$ cat config.mk
export PLATFORM = sky130hd
export DESIGN_NAME = adder_arbiter
export DESIGN_NICKNAME = d
export VERILOG_FILES = /design/src/rtl/adder_arbiter_pkg.sv /design/src/rtl/adder_gate.sv /design/src/rtl/adder_arbiter.sv
export SDC_FILE = /design/constraint.sdc
export NUM_CORES = 1
export LEC_CHECK = 0
export CAP_MARGIN = 20
export CORE_MARGIN = 10
export CORE_UTILIZATION = 38
export CTS_BUF_LIST = sky130_fd_sc_hd__clkbuf_8
export DETAILED_ROUTE_END_ITERATION = 6
export GPL_ROUTABILITY_DRIVEN = 0
export PLACE_DENSITY = 0.83
export SETUP_SLACK_MARGIN = 0.2
export SLEW_MARGIN = 20
export SYNTH_ARGS = -nofsm -noshare
export SYNTH_HDL_FRONTEND = slang
export SYNTH_SLANG_ARGS = --single-unit
$ cat constraint.sdc
create_clock -name clk -period 7 [get_ports clk]
set_clock_uncertainty 0.15 [all_clocks]
set_input_delay 1.4 -clock clk [delete_from_list [all_inputs] [get_ports clk]]
set_output_delay 1.4 -clock clk [all_outputs]
set_load 0.03 [all_outputs]
$ cat src/rtl/adder_arbiter_pkg.sv
// Shared definitions for the two-requester adder arbiter: result state
// encoding, flag bit positions and requester IDs.
package adder_arbiter_pkg;

    localparam int DATA_W = 32;
    localparam int FLAG_W = 4;

    localparam int FLAG_N = 3;
    localparam int FLAG_Z = 2;
    localparam int FLAG_C = 1;
    localparam int FLAG_V = 0;

    localparam logic REQ_ID_0 = 1'b0;
    localparam logic REQ_ID_1 = 1'b1;

    typedef enum logic {
        ST_EMPTY = 1'b0,
        ST_FULL  = 1'b1
    } state_t;

    function automatic logic [FLAG_W-1:0] pack_flags(input logic n, input logic z,
                                                     input logic c, input logic v);
        logic [FLAG_W-1:0] f;
        f         = '0;
        f[FLAG_N] = n;
        f[FLAG_Z] = z;
        f[FLAG_C] = c;
        f[FLAG_V] = v;
        return f;
    endfunction

endpackage

$ cat src/rtl/adder_gate.sv
// 32-bit combinational adder with N/Z/C/V status outputs.
// N is suppressed on signed overflow so it reflects the true sign only.
module adder_gate
    import adder_arbiter_pkg::*;
(
    input  logic [DATA_W-1:0] a,
    input  logic [DATA_W-1:0] b,
    output logic [DATA_W-1:0] sum,
    output logic              n,
    output logic              z,
    output logic              c,
    output logic              v
);

    logic [DATA_W:0] full_sum;

    assign full_sum = {1'b0, a} + {1'b0, b};
    assign sum      = full_sum[DATA_W-1:0];
    assign c        = full_sum[DATA_W];
    assign v        = (a[DATA_W-1] == b[DATA_W-1]) && (sum[DATA_W-1] != a[DATA_W-1]);
    assign n        = sum[DATA_W-1] & ~v;
    assign z        = (sum == '0);

endmodule

$ cat src/rtl/adder_arbiter.sv
// Two requesters share one adder; round-robin arbitration feeds a single
// registered result slot with a valid/ready response handshake.
//
//   state    | meaning
//   ---------+------------------------------------------------
//   ST_EMPTY | no result held, a grant may be issued
//   ST_FULL  | result held in rsp_*, new grant only if drained
module adder_arbiter
    import adder_arbiter_pkg::*;
#(
    parameter logic RR_INIT = 1'b0
) (
    input  logic              clk,
    input  logic              rst,
    input  logic              req0_valid,
    input  logic [DATA_W-1:0] req0_a,
    input  logic [DATA_W-1:0] req0_b,
    output logic              req0_ready,
    input  logic              req1_valid,
    input  logic [DATA_W-1:0] req1_a,
    input  logic [DATA_W-1:0] req1_b,
    output logic              req1_ready,
    output logic              rsp_valid,
    input  logic              rsp_ready,
    output logic              rsp_id,
    output logic [DATA_W-1:0] rsp_sum,
    output logic [FLAG_W-1:0] rsp_flags
);

    state_t            state;
    logic              ptr;
    logic              can_accept;
    logic              grant0;
    logic              grant1;
    logic              grant;
    logic              grant_id;
    logic [DATA_W-1:0] op_a;
    logic [DATA_W-1:0] op_b;
    logic [DATA_W-1:0] add_sum;
    logic              add_n;
    logic              add_z;
    logic              add_c;
    logic              add_v;

    // Gating with rst keeps both readys low for the whole reset window.
    assign can_accept = ~rst & ((state == ST_EMPTY) | rsp_ready);
    assign grant0     = can_accept & req0_valid & (~req1_valid | (ptr == REQ_ID_0));
    assign grant1     = can_accept & req1_valid & (~req0_valid | (ptr == REQ_ID_1));
    assign grant      = grant0 | grant1;
    assign grant_id   = grant1 ? REQ_ID_1 : REQ_ID_0;

    assign req0_ready = grant0;
    assign req1_ready = grant1;

    assign op_a = grant1 ? req1_a : req0_a;
    assign op_b = grant1 ? req1_b : req0_b;

    adder_gate u_adder (
        .a   (op_a),
        .b   (op_b),
        .sum (add_sum),
        .n   (add_n),
        .z   (add_z),
        .c   (add_c),
        .v   (add_v)
    );

    always_ff @(posedge clk or posedge rst) begin
        if (rst) begin
            state     <= ST_EMPTY;
            ptr       <= RR_INIT;
            rsp_id    <= REQ_ID_0;
            rsp_sum   <= '0;
            rsp_flags <= '0;
        end else begin
            case (state)
                ST_EMPTY: begin
                    if (grant) begin
                        state <= ST_FULL;
                    end
                end
                ST_FULL: begin
                    if (rsp_ready && !grant) begin
                        state <= ST_EMPTY;
                    end
                end
                default: state <= ST_EMPTY;
            endcase
            if (grant) begin
                rsp_id    <= grant_id;
                rsp_sum   <= add_sum;
                rsp_flags <= pack_flags(add_n, add_z, add_c, add_v);
                ptr       <= ~grant_id;
            end
        end
    end

    assign rsp_valid = (state == ST_FULL);

endmodule

; Word level (Yosys, flattened, before mapping)
; Cells that the tools add are included.
[word_totals]
latch_bits = 0
mem_count = 0
in_bits = 133
ram_bits = 0
output_inout_bits = 40
rom_bits = 0
reg_bits = 39
[classes]
bitwise = 17
mul = 0
add_sub_neg = 1
eq_ne = 2
n_reduce_logical = 4
n_lt_le_gt_ge = 0
n_div = 0
mux = 6
shifts = 0
[ops]
columns = operator, count
row1 = 32-bit two-way mux, 2
row2 = 32-bit by 32-bit adder with 33-bit output, 1
row3 = 32-bit zero test, 1
row4 = 1-bit NOT, 7
row5 = 1-bit bitwise AND, 6
row6 = 1-bit OR, 4
row7 = 1-bit two-way mux, 3
row8 = 1-bit logical AND, 2
row9 = 1-bit case mux with 2 select lines, 1
row10 = 1-bit equality test, 1
row11 = 1-bit zero test, 1
row12 = 1-bit != test, 1

; Longest topological paths before layout
; Gate-level depths: netlist of the first run.
[logic_depth]
ltp_word = 11
ltp_mapped = 19
mapped_depth_nobuf = 16

; Cells and area by module
; From an unflattened synthesis of the first run, not the netlist that was laid out.
[hier_totals]
cells_unflattened = 433
hier_area_um2 = 4314.1
[by_module_without_submodules]
columns = mod, cells_per_inst, n_inst, area_per_inst_um2
row1 = adder_arbiter, 162, 1, 2290.9
row2 = adder_gate, 271, 1, 2023.2

; Worst setup path after synthesis of the first run
; OpenSTA, ideal clock, no wires.
[synth_timing]
kind = input to register
start = in rst
end = reg rsp_flags[2]
arrival_time_ps = 6452
slack_ps = 306
t_required_ps = 6758
stages = 19
setup_ps = 92
cell_sequence = inv_1 > and2_1 > clkbuf_1 > nand2_1 > a21oi_1 > clkbuf_1 > clkbuf_1 > mux2_2 > ha_1 > fa_1 > a211oi_1 > o211ai_1 > a21oi_2 > o311ai_1 > a311oi_1 > xnor2_1 > a2111oi_0 > nand4b_1 > o31ai_2
[synth_via]
elab_chain_len = 7
word_cells_on_any_way = 11
[synth_rtl]
columns = element, line_no
row1 = start: declaration, adder_arbiter.sv:14  ; input logic rst,
row2 = 1-bit NOT *, adder_arbiter.sv:46  ; assign can_accept = ~rst & ((state == ST_EMPTY) | rsp_ready);
row3 = 1-bit bitwise AND *, adder_arbiter.sv:46
row4 = 1-bit bitwise AND (2 in a row), adder_arbiter.sv:48  ; assign grant1 = can_accept & req1_valid & (~req0_valid | (ptr == REQ_ID_1));
row5 = 32-bit two-way mux (on tied branches), "adder_arbiter.sv:55, adder_arbiter.sv:56"
row6 = 32-bit by 32-bit adder with 33-bit output, adder_gate.sv:17  ; assign full_sum = {1'b0, a} + {1'b0, b};
row7 = 32-bit zero test, adder_gate.sv:22  ; assign z = (sum == '0);
row8 = end signal: assignment, adder_arbiter.sv:92  ; rsp_flags <= pack_flags(add_n, add_z, add_c, add_v);
row9 = end: declaration, adder_arbiter.sv:27  ; output logic [FLAG_W-1:0] rsp_flags
; Every way passes the cells marked *; elsewhere a longest branch is shown, timed or not.
; A chain may end at the register's enable or synchronous reset.

; Worst setup path in the final report of the first run
[layout_timing]
start = in rsp_ready
end = reg rsp_flags[2]
[layout_via]
elab_chain_len = 7
word_cells_on_any_way = 11
[layout_rtl]
columns = element, line_no
row1 = start: declaration, adder_arbiter.sv:24  ; input logic rsp_ready,
row2 = 1-bit OR *, adder_arbiter.sv:46
row3 = 1-bit bitwise AND *, adder_arbiter.sv:46
row4 = 1-bit bitwise AND (2 in a row), adder_arbiter.sv:48
row5 = 32-bit two-way mux (on tied branches), "adder_arbiter.sv:55, adder_arbiter.sv:56"
row6 = 32-bit by 32-bit adder with 33-bit output, adder_gate.sv:17
row7 = 32-bit zero test, adder_gate.sv:22
; Marks and branches as above.

==> results of run 1 <==
[cells in the mapped netlist (2+ instances only)]
library cell,instances
buf_2,3
a311o_1,2
o21a_1,3
and3_1,4
o211ai_1,6
mux2i_1,4
a21oi_2,3
a41o_1,3
nor4_1,2
and2_1,7
inv_1,12
a311oi_1,2
o21ai_1,3
nand2_1,41
xor2_1,8
dfrtp_1,39
nand4b_1,2
nor2_1,15
nand4_1,6
a21oi_1,33
a211oi_1,7
a2111oi_0,2
o21ai_0,25
ha_1,32
a31oi_1,3
clkbuf_1,18
xnor2_1,15
nor2b_1,4
or3_1,4
o21bai_1,3
o31ai_1,5
a21o_1,18
nand3_1,5
a22oi_1,2
or2_2,3
nor3_1,7
mux2_2,78
[worst register-to-register path: stages, from the launching register on]
cell and delay, ns:
dfrtp_1 0.38, nand2b_1 0.13, and2_1 0.29, nand2_1 0.13, a21oi_4 0.17, buf_4 0.33, mux2_2 0.40, ha_1 0.42
o211ai_1 0.17, nor3_1 0.32, a21oi_2 0.18, o31ai_1 0.63, a31oi_1 0.26, xnor2_1 0.20, a2111oi_0 0.56, nand4b_1 0.18
o31ai_2 0.20
[sequential cells by signal, summed over array words and instances (netlist names)]
signal     cells
rsp_sum       32
rsp_flags      4
ptr            1
rsp_id         1
rsp_valid      1
[layer usage]
metal | track usage, % | vias up | part of all wire (%)
met5 | 0 | - | 0
met1 | 19.55 | 2016 | 40
met3 | 5.064 | 12 | 7.5
li1 | - | 2047 | -
met2 | 30.99 | 156 | 51
met4 | 3.862 | 0 | 1.4
[where the power goes]
part           total [uW]  internal, uW  switching, uW
sequential            351           306           45.8
clock                 208           117           90.9
combinational         921           416            505
[through the flow]
stage | total power (uW) | setup slack, ns | hold slack [ns]
finish | 1481 | 0.6125 | 0.3396
global route | 1568 | 0.3147 | 0.3593
CTS | 1485 | 0.7258 | 0.3426
detailed placement | 1274 | 0.4490 | 0.3221
global placement | 1249 | 0.7350 | 0.3136
floorplan | 908.5 | 0.3059 | 0.3300
[cells by family after synthesis]
group / count (synthesis) / synth area share, %
multiplexers: 82 / 21.99
buffers and inverters: 33 / 3.055
adder cells (fa/ha/maj): 33 / 10.07
XOR/XNOR: 23 / 4.823
AO/OA/AOI/OAI: 138 / 23.43
flip-flops: 39 / 23.37
AND/OR/NAND/NOR: 109 / 13.27
[worst min-delay path by stage]
stage / end / depth (start not counted) / slack (ns) / from
floorplan: ptr$_DFFE_PP0P_ / 1 / 0.33 / ptr$_DFFE_PP0P_
global placement: rsp_sum[11]$_DFFE_PP0P_ / 2 / 0.31 / rsp_sum[11]$_DFFE_PP0P_
detailed placement: rsp_sum[3]$_DFFE_PP0P_ / 2 / 0.32 / rsp_sum[3]$_DFFE_PP0P_
CTS: rsp_sum[3]$_DFFE_PP0P_ / 2 / 0.34 / rsp_sum[3]$_DFFE_PP0P_
global route: rsp_sum[3]$_DFFE_PP0P_ / 2 / 0.36 / rsp_sum[3]$_DFFE_PP0P_
finish: rsp_sum[3]$_DFFE_PP0P_ / 2 / 0.34 / rsp_sum[3]$_DFFE_PP0P_
[final cells by class]
cell class / count / area, um2
Tap cell: 140 / 175.2
Fill cell: 969 / 4634
Timing Repair Buffer: 176 / 1752
Multi-Input combinational cell: 385 / 3089
Inverter: 12 / 45.04
Clock buffer: 6 / 82.58
Sequential cell: 39 / 975.9
Clock inverter: 2 / 38.79
==> out/results.tsv, run 1 <==
metric	value	unit
run status	completed	
crit path buf inv count	2	
setup violators final	0	
Placeable Area	10790	um2
GRT overflow	0	
Worst Setup EP	rsp_flags[2]$_DFFE_PP0P_	
vias after detailed routing	4231	
largest net degree at the start of global routing	55	
Yosys top cell by area	dfrtp_1	
hold buffer count at cts	0	
first-pass GRT wire length	22900	um
drt wl/cell	18.71	um
Syn Nets	623	
Initial Util	38.70	%
leak pwr	0.002504	uW
max-cap violation count	0	
EDFF count, synth	0	
clk slew on worst S/H paths	0.09	ns
vias per inst	5.567	
sequential-to-total area share from yosys stat	23.37	%
CP max stage delay	0.63	ns
cell area after placement	6037	um2
Final ANT Viol Nets	0	
Worst Tran Pin Value	0.6665	ns
DR pass1 iterations	5	
synthesized cell area	4177	um2
number of synthesized register bits	39	
number of distinct library cells after synthesis	65	
period utilization	91.25	%
Crit. End Element	register	
cts bufs inserted	5	
Worst Setup Path Type	in2reg	
max_slew headroom	55.18	%
CTS tree	yes	
Area contributors post-synth	dfrtp_1 23%, mux2_2 21%, ha_1 9.6%	
critical path's slowest cell	o31ai_1	
Slew Limit Fails	0	
area share of the largest cell type after synthesis	23.37	%
Post-Place Cells	752	
Synthesis Warnings	0	
crit path from	rsp_ready	
R2R Path End	rsp_flags[2]$_DFFE_PP0P_	
CP Cell Sequence	clkdlybuf4s50_1 -> nand2b_1 -> and2_1 -> nand2_1 -> a21oi_4 -> buf_4 -> mux2_2 -> ha_1 -> o211ai_1 -> nor3_1 -> a21oi_2 -> o31ai_1 -> a31oi_1 -> xnor2_1 -> a2111oi_0 -> nand4b_1 -> o31ai_2	
highest-count cells in the layout ignoring fill and taps	172 x clkdlybuf4s50_1, 78 x mux2_2, 41 x nand2_1, 39 x dfrtp_1	
die area	15580	um2
TritonCTS Sinks	39	
CP delay by family, top	compound AO/OA/AOI/OAI gates	
clock latency on the worst-skew pair	0.30	ns
ys flop type	dfrtp_1	
CP startpoint kind	input pin	
Ant. Diodes	0	
ys async rst share	100.0	%
Mapped Cells	457	
Layout area overhead	47.45	%
number of global-route vias before repair	4527	
post-route core utilization	57.06	%
fmax	156.6	MHz
Overall Global Routing Usage	17.23	%
flop-to-flop setup slack	1.81	ns
DIE HEIGHT	124.8	um
row count	38	
Port Buffers	172	
Non-Filler Instances	760	
IO Pins	173	
most common cell after layout, fill and taps aside	clkdlybuf4s50_1	
Syn Area/Cell	9.139	um2
Final Cell Area	6158	um2
Worst Path Required	7.06	ns
Worst R2R Path Depth	16	
antenna violations before repair	0	
setup bufs post-CTS	0	
TNS Setup	0	ns
unrepaired setup endpoints after global routing	false	
Post-DP HPWL	11870	um
root buffer cell	clkbuf_8	
layout cells sized above 1	17.42	%
Worst IR Drop VDD	0.0001497	V
Min-Delay Path Class	reg2reg	
Max Fanout on Critical Path	26	
wirelength, routed	14220	um
Residual DRC	0	
worst flop-to-flop path startpoint	rsp_valid$_DFF_PP0_	
Tmin final	6.388	ns
Die Width	124.8	um
htree depth	2	
post_cts resized	0	
initial DRC count	256	
Hold Fails Final Rpt	0	
Final nets	785	
Power Density	240.5	nW/um2
Max clock buf depth	2	
Critical Path AT	6.45	ns
Levels on crit path	17	
No activity file was read; power rests on OpenSTA's default activity.
==> run 2, diff against run 1 <==
--- a/config.mk
+++ b/config.mk
@@ -7,11 +7,11 @@
 export LEC_CHECK = 0
 export CAP_MARGIN = 20
 export CORE_MARGIN = 10
-export CORE_UTILIZATION = 38
+export CORE_UTILIZATION = 35
 export CTS_BUF_LIST = sky130_fd_sc_hd__clkbuf_8
 export DETAILED_ROUTE_END_ITERATION = 6
 export GPL_ROUTABILITY_DRIVEN = 0
-export PLACE_DENSITY = 0.83
+export PLACE_DENSITY = 0.79
 export SETUP_SLACK_MARGIN = 0.2
 export SLEW_MARGIN = 20
 export SYNTH_ARGS = -nofsm -noshare
==> run 2 against run 1 <==
Largest cell class unchanged. Sequential share of layout area up 0.055 points. Routed wire length decreased by 1.4%. Maximum frequency increased by 3.8%. Critical endpoint unchanged.
==> out/results.tsv, run 2 (synthesis gave the netlist of run 1 again) <==
metric	value	unit
post-route core utilization	53.07	%
Hold Fails Final Rpt	0	
run status	completed	
R2R Path End	rsp_flags[2]$_DFFE_PP0P_	
Largest regs	rsp_sum: 32 flops, rsp_flags: 4 flops	
Slew Limit Fails	0	
max-cap violation count	0	
htree depth	2	
Max Fanout on Critical Path	30	
hold_sp	rsp_sum[9]$_DFFE_PP0P_	
Min-Delay Path Class	reg2reg	
Ant. Diodes	0	
post_cts resized	0	
Layout area overhead	46.94	%
Power Density	234.9	nW/um2
Worst Tran Pin Value	0.6356	ns
setup bufs post-CTS	0	
DIE HEIGHT	129.2	um
Biggest register	rsp_sum	
IO Pins	173	
Final ANT Viol Nets	0	
Setup WS pre-CTS	0.5308	ns
first-pass GRT wire length	22380	um
flop-to-flop setup slack	2.03	ns
fmax	162.5	MHz
antenna violations before repair	0	
row count	39	
Placeable Area	11560	um2
setup violators final	0	
leak pwr	0.002497	uW
Worst R2R Path Depth	17	
wirelength, routed	14020	um
worst setup margin	0.8473	ns
clock latency on the worst-skew pair	0.30	ns
vias per inst	5.514	
Post-DP HPWL	11780	um
most common cell after layout, fill and taps aside	clkdlybuf4s50_1	
layout cells sized above 1	17.58	%
cts bufs inserted	5	
clk slew on worst S/H paths	0.09	ns
Tmin final	6.153	ns
initial DRC count	277	
largest net degree at the start of global routing	55	
Worst Setup Path Type	in2reg	
vias after detailed routing	4207	
number of global-route vias before repair	4462	
GRT overflow	0	
Die Width	129.2	um
die area	16700	um2
TNS Setup	0	ns
Worst IR Drop VDD	0.00008388	V
period utilization	87.90	%
CP startpoint kind	input pin	
Port Buffers	172	
Worst Hold End	rsp_sum[9]$_DFFE_PP0P_	
max_slew headroom	57.26	%
Residual DRC	0	
CTS tree	yes	
unrepaired setup endpoints after global routing	false	
worst flop-to-flop path startpoint	rsp_valid$_DFF_PP0_	
root buffer cell	clkbuf_8	
Initial Util	36.11	%
WHS Path Cells	2	
max FFs per register	32	
filler cell count	1048	
Pwr Total	1442	uW
TritonCTS Sinks	39	
Worst Path Required	7.07	ns
hold buffer count at cts	0	
Crit. End Element	register	
DR pass1 iterations	4	
Overall Global Routing Usage	16.16	%
drt wl/cell	18.38	um
highest-count cells in the layout ignoring fill and taps	172 x clkdlybuf4s50_1, 78 x mux2_2, 41 x nand2_1, 39 x dfrtp_1	
Critical Path AT	6.22	ns
Final nets	785	
Max clock buf depth	2	
==> run 2: changes by cell type in the layout (fill, tap and decap cells not counted), sizes merged <==
cell | before | now
bufinv | 1 | 0
inv | 12 | 13
==> run 2: final cells by class <==
class                   instances  area [um2]  area share [%]
multi-input cells             385        3089           50.34
flip-flops and latches         39       975.9           15.90
clock buffers                   6       82.58           1.346
inverters                      12       45.04          0.7339
well taps                     143       178.9           2.915
repair buffers                176        1752           28.54
clock inverters                 2       13.76          0.2243
==> run 2: how the worst max path moves through the flow <==
stage,from,end,slack [ns]
after floorplan,rst,rsp_flags[2]$_DFFE_PP0P_,0.31
after global placement,rsp_ready,rsp_flags[2]$_DFFE_PP0P_,0.66
after detailed placement,rsp_ready,rsp_flags[2]$_DFFE_PP0P_,0.53
after CTS,rsp_ready,rsp_flags[2]$_DFFE_PP0P_,0.81
after global routing,rsp_ready,rsp_flags[2]$_DFFE_PP0P_,0.30
final,rsp_ready,rsp_flags[2]$_DFFE_PP0P_,0.85
==> run 2: report_power, final <==
group | total [uW] | leakage [uW] | internal [uW] | switching [uW]
Combinational | 919 | 0.00197 | 416 | 503
Clock | 171 | 0.0000516 | 80.8 | 90.7
Sequential | 351 | 0.000471 | 306 | 45.4
==> run 2: per-stage QoR <==
stage               hold slack, ns  cells  instance area [um2]
global placement            0.3108    755                 6041
detailed placement          0.3240    755                 6041
CTS                         0.3437    763                 6137
finish                      0.3382    763                 6137
global route                0.3617    763                 6137
floorplan                   0.3300    457                 4177
==> run 2: per-layer routing <==
layer  up-vias  global-route usage [%]  wire, um
li1       2047                       -         -
met4         0                   3.612       188
met1      2005                   18.62      5573
met3        18                   5.465      1241
met2       137                   28.35      7018
met5         -                       0         0
==> run 2: critical path, cell delays in order <==
cell and delay [ns]:
clkdlybuf4s50_1 0.45, nand2b_1 0.15, and2_1 0.28, nand2_1 0.14, a21oi_4 0.14, buf_4 0.36
mux2_2 0.39, ha_1 0.23, fa_1 0.42, a211oi_1 0.34, o21ai_0 0.24, a311oi_1 0.41
o221ai_1 0.17, a2111oi_2 0.25, nand4b_1 0.14, nor4_1 0.32, nand4b_1 0.18, o31ai_2 0.20
==> run 3, diff against run 2 <==
--- a/config.mk
+++ b/config.mk
@@ -7,11 +7,12 @@
 export LEC_CHECK = 0
 export CAP_MARGIN = 20
 export CORE_MARGIN = 10
-export CORE_UTILIZATION = 35
+export CORE_UTILIZATION = 49
 export CTS_BUF_LIST = sky130_fd_sc_hd__clkbuf_8
+export CTS_CLUSTER_SIZE = 40
 export DETAILED_ROUTE_END_ITERATION = 6
 export GPL_ROUTABILITY_DRIVEN = 0
-export PLACE_DENSITY = 0.79
+export PLACE_DENSITY = 0.95
 export SETUP_SLACK_MARGIN = 0.2
 export SLEW_MARGIN = 20
 export SYNTH_ARGS = -nofsm -noshare
==> run 3 against run 2 <==
Non-clock buffer count increased by 2. Clock-buffer cell count down 1. Maximum frequency shrank 2.2%. Register-to-register slack worse by 0.11 ns.
==> out/results.tsv, run 3 (synthesis gave the netlist of run 1 again) <==
metric	value	unit
Worst Path Required	7.06	ns
Residual DRC	0	
Initial Util	50.58	%
Ant. Diodes	0	
drt wl/cell	19.52	um
Largest regs	rsp_sum: 32 flops, rsp_flags: 4 flops	
die area	12620	um2
fmax	158.9	MHz
worst setup margin	0.7067	ns
setup violators final	0	
clk slew on worst S/H paths	0.08	ns
largest net degree at the start of global routing	55	
IO Pins	173	
Slew Limit Fails	0	
hold buffer count at cts	0	
Min-Delay Path Class	reg2reg	
Worst IR Drop VDD	0.0001343	V
root buffer cell	clkbuf_8	
cts bufs inserted	5	
Die Width	112.3	um
CTS tree	yes	
vias per inst	5.981	
row count	33	
run status	completed	
cell area after placement	6008	um2
post_cts resized	0	
Crit. End Element	register	
Tmin final	6.293	ns
final hold slack	0.3478	ns
WHS Path Cells	2	
first-pass GRT wire length	22770	um
Setup WS pre-CTS	0.2997	ns
vias after detailed routing	4354	
DIE HEIGHT	112.3	um
htree depth	2	
leak pwr	0.002495	uW
Worst R2R Path Depth	17	
Final Cell Area	6106	um2
initial DRC count	376	
most common cell after layout, fill and taps aside	clkdlybuf4s50_1	
Final ANT Viol Nets	0	
Worst Setup Path Type	in2reg	
Port Buffers	172	
TNS Setup	0	ns
Worst Tran Pin Value	0.8080	ns
clock latency on the worst-skew pair	0.29	ns
max_slew headroom	46.13	%
period utilization	89.90	%
Final nets	788	
Overall Global Routing Usage	21.08	%
Biggest register	rsp_sum	
Hold Fails Final Rpt	0	
Layout area overhead	46.20	%
unrepaired setup endpoints after global routing	false	
CP startpoint kind	input pin	
DR pass1 iterations	5	
Max clock buf depth	2	
max-cap violation count	0	
TritonCTS Sinks	39	
highest-count cells in the layout ignoring fill and taps	172 x clkdlybuf4s50_1, 78 x mux2_2, 41 x nand2_1, 39 x dfrtp_1	
number of global-route vias before repair	4551	
Power Density	235.0	nW/um2
Critical Path AT	6.35	ns
antenna violations before repair	0	
max FFs per register	32	
layout cells sized above 1	17.82	%
Max Fanout on Critical Path	25	
Placeable Area	8258	um2
wirelength, routed	14210	um
Post-DP HPWL	11510	um
GRT overflow	0	
setup bufs post-CTS	0	
## run 3: area by class of cell
type / count / area (um2)
Timing Repair Buffer: 178 / 1767
Clock inverter: 3 / 20.02
Inverter: 12 / 45.04
Sequential cell: 39 / 975.9
Fill cell: 576 / 2152
Tap cell: 105 / 131.4
Clock buffer: 5 / 68.82
Multi-Input combinational cell: 386 / 3098
## run 3: final timing paths
path,slack [ns],from,endpoint
setup / recovery,0.71,rsp_ready,rsp_flags[2]$_DFFE_PP0P_
hold / removal,0.35,rsp_sum[12]$_DFFE_PP0P_,rsp_sum[12]$_DFFE_PP0P_
setup reg to reg,1.92,rsp_valid$_DFF_PP0_,rsp_flags[2]$_DFFE_PP0P_
hold reg to reg,0.35,rsp_sum[12]$_DFFE_PP0P_,rsp_sum[12]$_DFFE_PP0P_
max in group asynchronous,4.95,rst,rsp_sum[5]$_DFFE_PP0P_
min in group asynchronous,1.41,rst,rsp_sum[30]$_DFFE_PP0P_
## run 3: metal layers
metal / global-route usage [%] / vias to the layer above / wire, um / part of all wire, %
li1: - / 2055 / - / -
met1: 24.16 / 2043 / 5492 / 39
met2: 37.35 / 226 / 7133 / 50
met3: 6.550 / 30 / 1311 / 9.2
met4: 4.822 / 0 / 270 / 1.9
met5: 0 / - / 0 / 0
## run 3: worst max-delay path: stages
cell and delay, ns:
clkdlybuf4s50_1 0.45, nand2b_1 0.17, and2_1 0.28, nand2_1 0.23
a21oi_4 0.47, buf_4 0.39, buf_4 0.25, mux2_2 0.36
ha_1 0.47, a211oi_1 0.13, inv_1 0.07, a2bb2oi_1 0.37
o221ai_1 0.21, a2111oi_2 0.26, nand4b_1 0.16, nor4_1 0.32
nand4b_1 0.16, o31ai_2 0.19
## run 3: per-stage QoR
step                utilization (%)  std cells  power, uW
floorplan                         -        457      908.5
global placement              72.76        719       1242
detailed placement            72.76        719       1269
CTS                           73.83        727       1428
global route                  73.94        728       1518
finish                        73.94        728       1435
## run 3: power by group
group,switching [uW],internal (uW)
sequential,48.3,306
clock,85.9,69.4
combinational,508,418
